`src/rtl/i2c_rx_shifter_pkg.sv`:
```
// Shared types for the I2C receive bit engine.
// State encoding and default sizing used by i2c_rx_shifter.
package i2c_rx_shifter_pkg;

  typedef enum logic [1:0] {
    RX_IDLE = 2'd0,
    RX_DATA = 2'd1,
    RX_ACK  = 2'd2
  } rx_state_e;

  localparam int SYNC_STAGES_DEF = 2;
  localparam int DATA_W_DEF      = 8;

endpackage

```
`src/rtl/i2c_sync_edge.sv`:
```
// Multi-flop synchroniser for one I2C pad.
// Adds a delay flop and produces rise/fall strobes in the pclk domain.
module i2c_sync_edge #(
  parameter int SYNC_STAGES = 2  // must be >= 2
) (
  input  logic pclk,
  input  logic prst_n,
  input  logic din,
  output logic sig_s,
  output logic sig_d,
  output logic rise,
  output logic fall
);

  logic [SYNC_STAGES-1:0] sync_q;

  // Flops reset high so an idle (pulled-up) bus produces no edges at release.
  always_ff @(posedge pclk or negedge prst_n) begin
    if (!prst_n) begin
      sync_q <= '1;
      sig_d  <= 1'b1;
    end else begin
      sync_q <= {sync_q[SYNC_STAGES-2:0], din};
      sig_d  <= sync_q[SYNC_STAGES-1];
    end
  end

  assign sig_s = sync_q[SYNC_STAGES-1];
  assign rise  = sig_s & ~sig_d;
  assign fall  = ~sig_s & sig_d;

endmodule

```
`src/rtl/i2c_rx_shifter.sv`:
```
// I2C receive bit engine: detects START/STOP, shifts bytes MSB-first,
// strobes each completed byte into the receive FIFO and drives ACK/NACK.
module i2c_rx_shifter
  import i2c_rx_shifter_pkg::*;
#(
  parameter int SYNC_STAGES = SYNC_STAGES_DEF,
  parameter int DATA_W      = DATA_W_DEF
) (
  input  logic              pclk,
  input  logic              prst_n,
  input  logic              rx_en,
  input  logic              ack_en,
  input  logic              scl_i,
  input  logic              sda_i,
  input  logic              rxff_full,
  output logic [DATA_W-1:0] rxff_din,
  output logic              i_rxff_wr,
  output logic              sda_oe,
  output logic              rx_busy,
  output logic              rx_start,
  output logic              rx_stop,
  output logic              rx_nack
);

  localparam int CNT_W = $clog2(DATA_W);
  localparam logic [CNT_W-1:0] CNT_LAST = CNT_W'(DATA_W - 1);

  logic scl_s, scl_d, scl_rise, scl_fall;
  logic sda_s, sda_d, sda_rise, sda_fall;
  logic start_det, stop_det;

  i2c_sync_edge #(.SYNC_STAGES(SYNC_STAGES)) u_scl_sync (
    .pclk   (pclk),
    .prst_n (prst_n),
    .din    (scl_i),
    .sig_s  (scl_s),
    .sig_d  (scl_d),
    .rise   (scl_rise),
    .fall   (scl_fall)
  );

  i2c_sync_edge #(.SYNC_STAGES(SYNC_STAGES)) u_sda_sync (
    .pclk   (pclk),
    .prst_n (prst_n),
    .din    (sda_i),
    .sig_s  (sda_s),
    .sig_d  (sda_d),
    .rise   (sda_rise),
    .fall   (sda_fall)
  );

  logic unused_edges;
  assign unused_edges = &{1'b0, scl_d, sda_rise, sda_fall};

  assign start_det = scl_s & sda_d & ~sda_s;
  assign stop_det  = scl_s & ~sda_d & sda_s;

  rx_state_e         state_q, state_n;
  logic [CNT_W-1:0]  bitcnt_q, bitcnt_n;
  logic [DATA_W-1:0] shift_q, shift_n;
  logic [DATA_W-1:0] din_n;
  logic              byte_full_q, byte_full_n;
  logic              oe_n, wr_n, start_n, stop_n, nack_n;
  logic              ack_ok;

  assign ack_ok = ack_en & ~rxff_full;

  always_ff @(posedge pclk or negedge prst_n) begin
    if (!prst_n) begin
      state_q     <= RX_IDLE;
      bitcnt_q    <= '0;
      shift_q     <= '0;
      byte_full_q <= 1'b0;
      rxff_din    <= '0;
      sda_oe      <= 1'b0;
      i_rxff_wr   <= 1'b0;
      rx_start    <= 1'b0;
      rx_stop     <= 1'b0;
      rx_nack     <= 1'b0;
    end else begin
      state_q     <= state_n;
      bitcnt_q    <= bitcnt_n;
      shift_q     <= shift_n;
      byte_full_q <= byte_full_n;
      rxff_din    <= din_n;
      sda_oe      <= oe_n;
      i_rxff_wr   <= wr_n;
      rx_start    <= start_n;
      rx_stop     <= stop_n;
      rx_nack     <= nack_n;
    end
  end

  // Bus conditions are checked before clock edges so they win in a shared cycle.
  always_comb begin
    state_n     = state_q;
    bitcnt_n    = bitcnt_q;
    shift_n     = shift_q;
    byte_full_n = byte_full_q;
    din_n       = rxff_din;
    oe_n        = sda_oe;
    wr_n        = 1'b0;
    start_n     = 1'b0;
    stop_n      = 1'b0;
    nack_n      = 1'b0;

    if (!rx_en) begin
      state_n     = RX_IDLE;
      bitcnt_n    = '0;
      byte_full_n = 1'b0;
      oe_n        = 1'b0;
    end else if (stop_det) begin
      state_n     = RX_IDLE;
      bitcnt_n    = '0;
      byte_full_n = 1'b0;
      oe_n        = 1'b0;
      stop_n      = 1'b1;
    end else if (start_det) begin
      state_n     = RX_DATA;
      bitcnt_n    = '0;
      shift_n     = '0;
      byte_full_n = 1'b0;
      oe_n        = 1'b0;
      start_n     = 1'b1;
    end else begin
      case (state_q)
        RX_DATA: begin
          if (scl_rise) begin
            shift_n = {shift_q[DATA_W-2:0], sda_s};
            if (bitcnt_q == CNT_LAST) begin
              bitcnt_n    = '0;
              byte_full_n = 1'b1;
            end else begin
              bitcnt_n = bitcnt_q + 1'b1;
            end
          end else if (scl_fall && byte_full_q) begin
            // A full FIFO still gets the strobe so it can flag overflow.
            din_n       = shift_q;
            wr_n        = 1'b1;
            byte_full_n = 1'b0;
            oe_n        = ack_ok;
            nack_n      = ~ack_ok;
            state_n     = RX_ACK;
          end
        end
        RX_ACK: begin
          if (scl_fall) begin
            oe_n     = 1'b0;
            bitcnt_n = '0;
            state_n  = RX_DATA;
          end
        end
        default: ;
      endcase
    end
  end

  assign rx_busy = (state_q != RX_IDLE);

endmodule
```
`config.mk`:
```
export PLATFORM = sky130hd
export DESIGN_NAME = i2c_rx_shifter
export DESIGN_NICKNAME = d
export VERILOG_FILES = /design/src/rtl/i2c_rx_shifter_pkg.sv /design/src/rtl/i2c_sync_edge.sv /design/src/rtl/i2c_rx_shifter.sv
export SDC_FILE = /design/constraint.sdc
export NUM_CORES = 1
export LEC_CHECK = 0
export ABC_AREA = 1
export CORE_MARGIN = 4
export CORE_UTILIZATION = 23
export CTS_CLUSTER_DIAMETER = 60
export DETAILED_ROUTE_END_ITERATION = 12
export GPL_ROUTABILITY_DRIVEN = 0
export PLACE_DENSITY = 0.5
export SETUP_SLACK_MARGIN = 0.4
export SYNTH_ARGS = -nofsm -noshare
export SYNTH_HDL_FRONTEND = slang
export SYNTH_SLANG_ARGS = --single-unit
export TNS_END_PERCENT = 1
```
`constraint.sdc`:
```
create_clock -name pclk -period 3.9 [get_ports pclk]
set_clock_uncertainty 0.15 [all_clocks]
set_input_delay 0.78 -clock pclk [delete_from_list [all_inputs] [get_ports pclk]]
set_output_delay 0.78 -clock pclk [all_outputs]
set_load 0.02 [all_outputs]
```
Yosys cells after proc, flatten, opt, wreduce, memory -nomap -nowiden
Cells that the tools add are included.

operators by class
  bitwise operators = 16
  muxes and demuxes = 48
  add/sub/neg operators = 1
  equal/unequal tests = 11
  reduce and logical (&&, ||, !) cells = 9

operators by type and width
  cell                                                    count
  2-to-1 mux 1 bit                                        30
  2-to-1 mux 8 bit                                        3
  inequality test 5 bit (second input constant)           4
  2-to-1 mux 3 bit                                        6
  2-to-1 mux 2 bit                                        6
  inequality test 5 x 1 -> 1 bit (second input constant)  2
  inverter 1 bit                                          9
  AND reduction 4 bit                                     2
  bitwise AND 1 bit                                       7
  case mux 3 bit (2 select lines)                         1
  AND reduction 3 bit                                     2
  AND reduction 6 bit                                     1
  nonzero test 2 bit                                      3
  inequality test 5 x 2 -> 1 bit (second input constant)  1
  inequality test 4 x 1 -> 1 bit (second input constant)  1
  case mux 2 bit (2 select lines)                         1
  adder 3 x 1 -> 3 bit (second input constant)            1
  == test 3 bit (second input constant)                   1
  == test 2 x 1 -> 1 bit (second input constant)          1
  == test 2 bit (second input constant)                   1
  case mux 1 bit (2 select lines)                         1
  logical AND 1 bit                                       1

storage, ports and cells
  output and inout port bits = 14
  flip-flop bits (word level) = 33
  logic and storage cells = 99
  input bits = 7

Longest topological paths before layout
  depth in word-level cells = 9
  mapped depth = 9

Modules after synthesis
Synthesis repeated with hierarchy kept, for this count alone.

unflattened totals
  cell total of the unflattened synthesis = 166
  area, all modules = 1,502.7 µm²

modules (own cells, without submodules)
  module          cells an instance  area an instance (µm²)  seq. area each (µm²)  times used
  i2c_rx_shifter  152                1,315.0                 675.6                 1
  i2c_sync_edge   7                  93.8                    78.8                  2

Worst setup path before layout
Ideal clock, no wire load.

  kind = in2reg
  start = input rx_en
  end = register shift_q[6]
  data required time = 3,633 ps
  setup slack = 2,251 ps
  setup time = 117 ps
  stages = 6
  arrival time = 1,381 ps
  cell sequence = inv_2 nor2_2 nand2_2 buf_6 nand2_1 o21ai_2

between the ends
  cells in the longest elaborated chain, start to end = 1

RTL lines
  element                        line                  source
  start, declared                i2c_rx_shifter.sv:11  input logic rx_en,
  AND reduction 4 bit (no line)  --
  end signal, assigned           i2c_rx_shifter.sv:83  shift_q <= shift_n;
  end, declared                  i2c_rx_shifter.sv:60  logic [DATA_W-1:0] shift_q, shift_n;

No other way between the ends.
A chain may end at the register's enable or synchronous reset.

Worst setup path in the final report
  start = register state_q[1]
  end = output rx_busy

between the ends
  cells in the longest elaborated chain, start to end = 1

RTL lines
  element                 line                   source
  start, declared         i2c_rx_shifter.sv:58   rx_state_e state_q, state_n;
  start signal, assigned  i2c_rx_shifter.sv:81   state_q <= state_n;
  nonzero test 2 bit      i2c_rx_shifter.sv:158  assign rx_busy = (state_q != RX_IDLE);
  end, declared           i2c_rx_shifter.sv:19   output logic rx_busy,

No other way between the ends.

==> flow_summary.json <==
{
  "status": "complete, no violations",
  "yosysWarnings": 0,
  "remaining_drc_errors": 0,
  "dpl_worst_slack_ns": 1.533,
  "clk_latency_ns": 0.28,
  "globalRouteTotalUtil_pct": 8.709,
  "endpoint_kind": "primary output",
  "post_cts_buffers": 0,
  "core_area_sq_mm": 0.006386,
  "synth_top_area_cell": "dfrtp_1",
  "muxShareOfSynthArea_pct": 0,
  "crit_arrival_ns": 1.48,
  "setup_viol": 0,
  "slew_headroom_pct": 66.60,
  "holdCritPathClass": "reg2reg",
  "wl_met1_um": 1581,
  "fin_crit_sh_pct": 61.82,
  "num_rows": 29,
  "clk_pin_slew_ns": 0.07,
  "route.met2.wl_um": 1386,
  "antenna_cells": 0,
  "power_per_cell_area_mw_per_mm2": 392.2,
  "first_pass_iters": 4,
  "synth-simple-area-share_pct": 31.83,
  "max_cap_violations": 0,
  "syn_area_sq_mm": 0.001529,
  "dieWidth_um": 89.54,
  "io_pins": 21,
  "synth-xor-area-share_pct": 0,
  "cp-start-kind": "flip-flop",
  "hold_ws_ns": 0.2070,
  "tns_ns": 0,
  "leakagePower_uw": 0.0009264,
  "grt_overflow": 0,
  "syn2layout_area_growth_pct": 24.22,
  "vdd.ir_drop.worst_mv": 0.1805,
  "clockBufferDepth": 2,
  "highest_layer": "met4",
  "die_area_sq_mm": 0.008017,
  "drive_above_1_share_pct": 22.16,
  "wirelength_um": 3148,
  "synth_fa_ha_area_share_pct": 1.637,
  "nets": 202,
  "cts_root_buffer": "clkbuf_8",
  "finalHoldViolations": 0,
  "synth_area_leaders": "dfrtp_1, nand2_1, dfstp_2",
  "dp_hpwl_um": 2182,
  "finalCriticalPeriod_ns": 2.411,
  "cts_sinks": 33,
  "cts_resized": 0,
  "fp.dieH_um": 89.54,
  "grt_setup_unrepaired": "false",
  "tightest_slew_ns": 0.4998,
  "drtIter0Drc": 44,
  "grt_pass1_wl_um": 5147,
  "grt_max_degree": 34,
  "cts_tree": "built",
  "synth_top_family_by_area": "simple AND/OR/NAND/NOR gates",
  "path_max_fanout": 4,
  "avgViaCountPerCell": 4.258,
  "critical_path_required_ns": 2.97,
  "portBuffers": 20,
  "worstSetupPathType": "reg2out",
  "grt_pass1_vias": 1069,
  "hold_buffers": 0,
  "yosysSeqAreaShare_pct": 54.50,
  "wl_per_cell_um": 11.62,
  "setup_slack_ns": 1.489,
  "synth_top_area_share_pct": 44.19,
  "drv_slew": 0,
  "htree_levels": 2,
  "antenna_found_initial": 0,
  "synth.avg_cell_area_sq_um": 9.047,
  "vias": 1154,
  "initial_utilization_pct": 23.94,
  "yosysUniqueCellTypes": 23,
  "synth-compound-area-share_pct": 6.056,
  "netlist_instances": 169,
  "ant_nets": 0,
  "met3WireLength_um": 117,
  "numCtsBuffers": 5,
  "fmax_mhz": 414.8,
  "ys_ff_latch": 33,
  "syn_nets": 178
}
-- through the flow --
| stage | instance area, sq um | util [%] | power (uW) | instances |
|---|---|---|---|---|
| global route | 1899 | 29.74 | 784.2 | 271 |
| CTS | 1899 | 29.74 | 758.4 | 271 |
| detailed placement | 1798 | 28.15 | 467.2 | 263 |
| finish | 1899 | 29.74 | 744.9 | 271 |
| global placement | 1798 | 28.15 | 466.5 | 263 |
| floorplan | 1529 | - | 439.2 | 169 |
-- placed cells by master (no fill, tap or decap) --
master | synthesis | layout
a21oi_1 | 1 | 1
a21oi_2 | 1 | 1
buf_4 | 1 | 1
clkbuf_8 | 0 | 7
clkdlybuf4s50_1 | 0 | 20
clkinv_2 | 0 | 1
dfrtp_1 | 27 | 27
dfstp_2 | 6 | 6
ha_1 | 2 | 2
inv_1 | 9 | 9
inv_2 | 6 | 6
nand2_1 | 62 | 62
nand2_2 | 2 | 2
nand3_1 | 6 | 6
nand3_2 | 3 | 3
nand3_4 | 1 | 1
nand3b_1 | 1 | 1
nand4_1 | 6 | 6
nand4_2 | 2 | 2
nor2_1 | 17 | 17
nor2_2 | 2 | 2
nor2_4 | 1 | 1
o21ai_2 | 9 | 9
or2_2 | 1 | 1
-- cells by family after synthesis --
| kind of cell | after synthesis |
|---|---|
| compound gates | 11 |
| simple gates | 104 |
| flops | 33 |
| fa+ha+maj | 2 |
| buf+inv | 19 |
-- registers in the layout (all words and copies together), names as in the netlist, 2 cells and up --
name,cells
u_sda_sync.sync_q,2
bitcnt_q,3
state_q,2
u_scl_sync.sync_q,2
rxff_din,8
shift_q,8
-- synth_stat cells (all sizes together) --
cell type / number
buf: 4
dfstp: 6
nand2: 64
a21oi: 2
nand4: 8
or2: 1
nor2: 20
ha: 2
dfrtp: 27
nand3b: 1
nand3: 10
o21ai: 9
inv: 15
-- power by group --
| group | internal, uW | switching [uW] | total [uW] | leakage [uW] |
|---|---|---|---|---|
| Combinational | 31.4 | 46.4 | 77.7 | 0.000438 |
| Sequential | 365 | 17.2 | 382 | 0.000434 |
| Clock | 159 | 126 | 285 | 0.0000542 |
-- worst paths after layout --
| path | depth (start not counted) | startpoint | end | slack, ns |
|---|---|---|---|---|
| setup / recovery | 3 | state_q[1] | rx_busy | 1.49 |
| hold / removal | 0 | u_scl_sync.sync_q[0] | u_scl_sync.sync_q[1] | 0.21 |
| setup reg to reg | 7 | u_scl_sync.sync_q[1] | rxff_din[6] | 2.03 |
| hold reg to reg | 0 | u_scl_sync.sync_q[0] | u_scl_sync.sync_q[1] | 0.21 |
| max in group asynchronous | 2 | prst_n | u_scl_sync.sig_d | 2.52 |
| min in group asynchronous | 2 | prst_n | i_rxff_wr | 0.74 |
-- critical path: stages (launching register included) --
cell and delay [ns]:
dfrtp_1 0.45, inv_2 0.06, nand2_1 0.07, clkdlybuf4s50_1 0.61
-- routing by layer --
layer  vias to the layer above  global-route usage [%]
met5                         -                       0
met1                       553                   11.44
met2                        16                   12.59
li1                        581                       -
met4                         0                   3.654
met3                         4                   3.594
-- final cells by class --
class / count / area [sq um]
Clock inverter: 1 / 5.005
Timing Repair Buffer: 21 / 207.7
Sequential cell: 33 / 833.3
Inverter: 15 / 56.30
Tap cell: 77 / 96.34
Clock buffer: 7 / 96.34
Fill cell: 670 / 4487
Multi-Input combinational cell: 117 / 604.3
No activity file was read; power rests on OpenSTA's default activity.
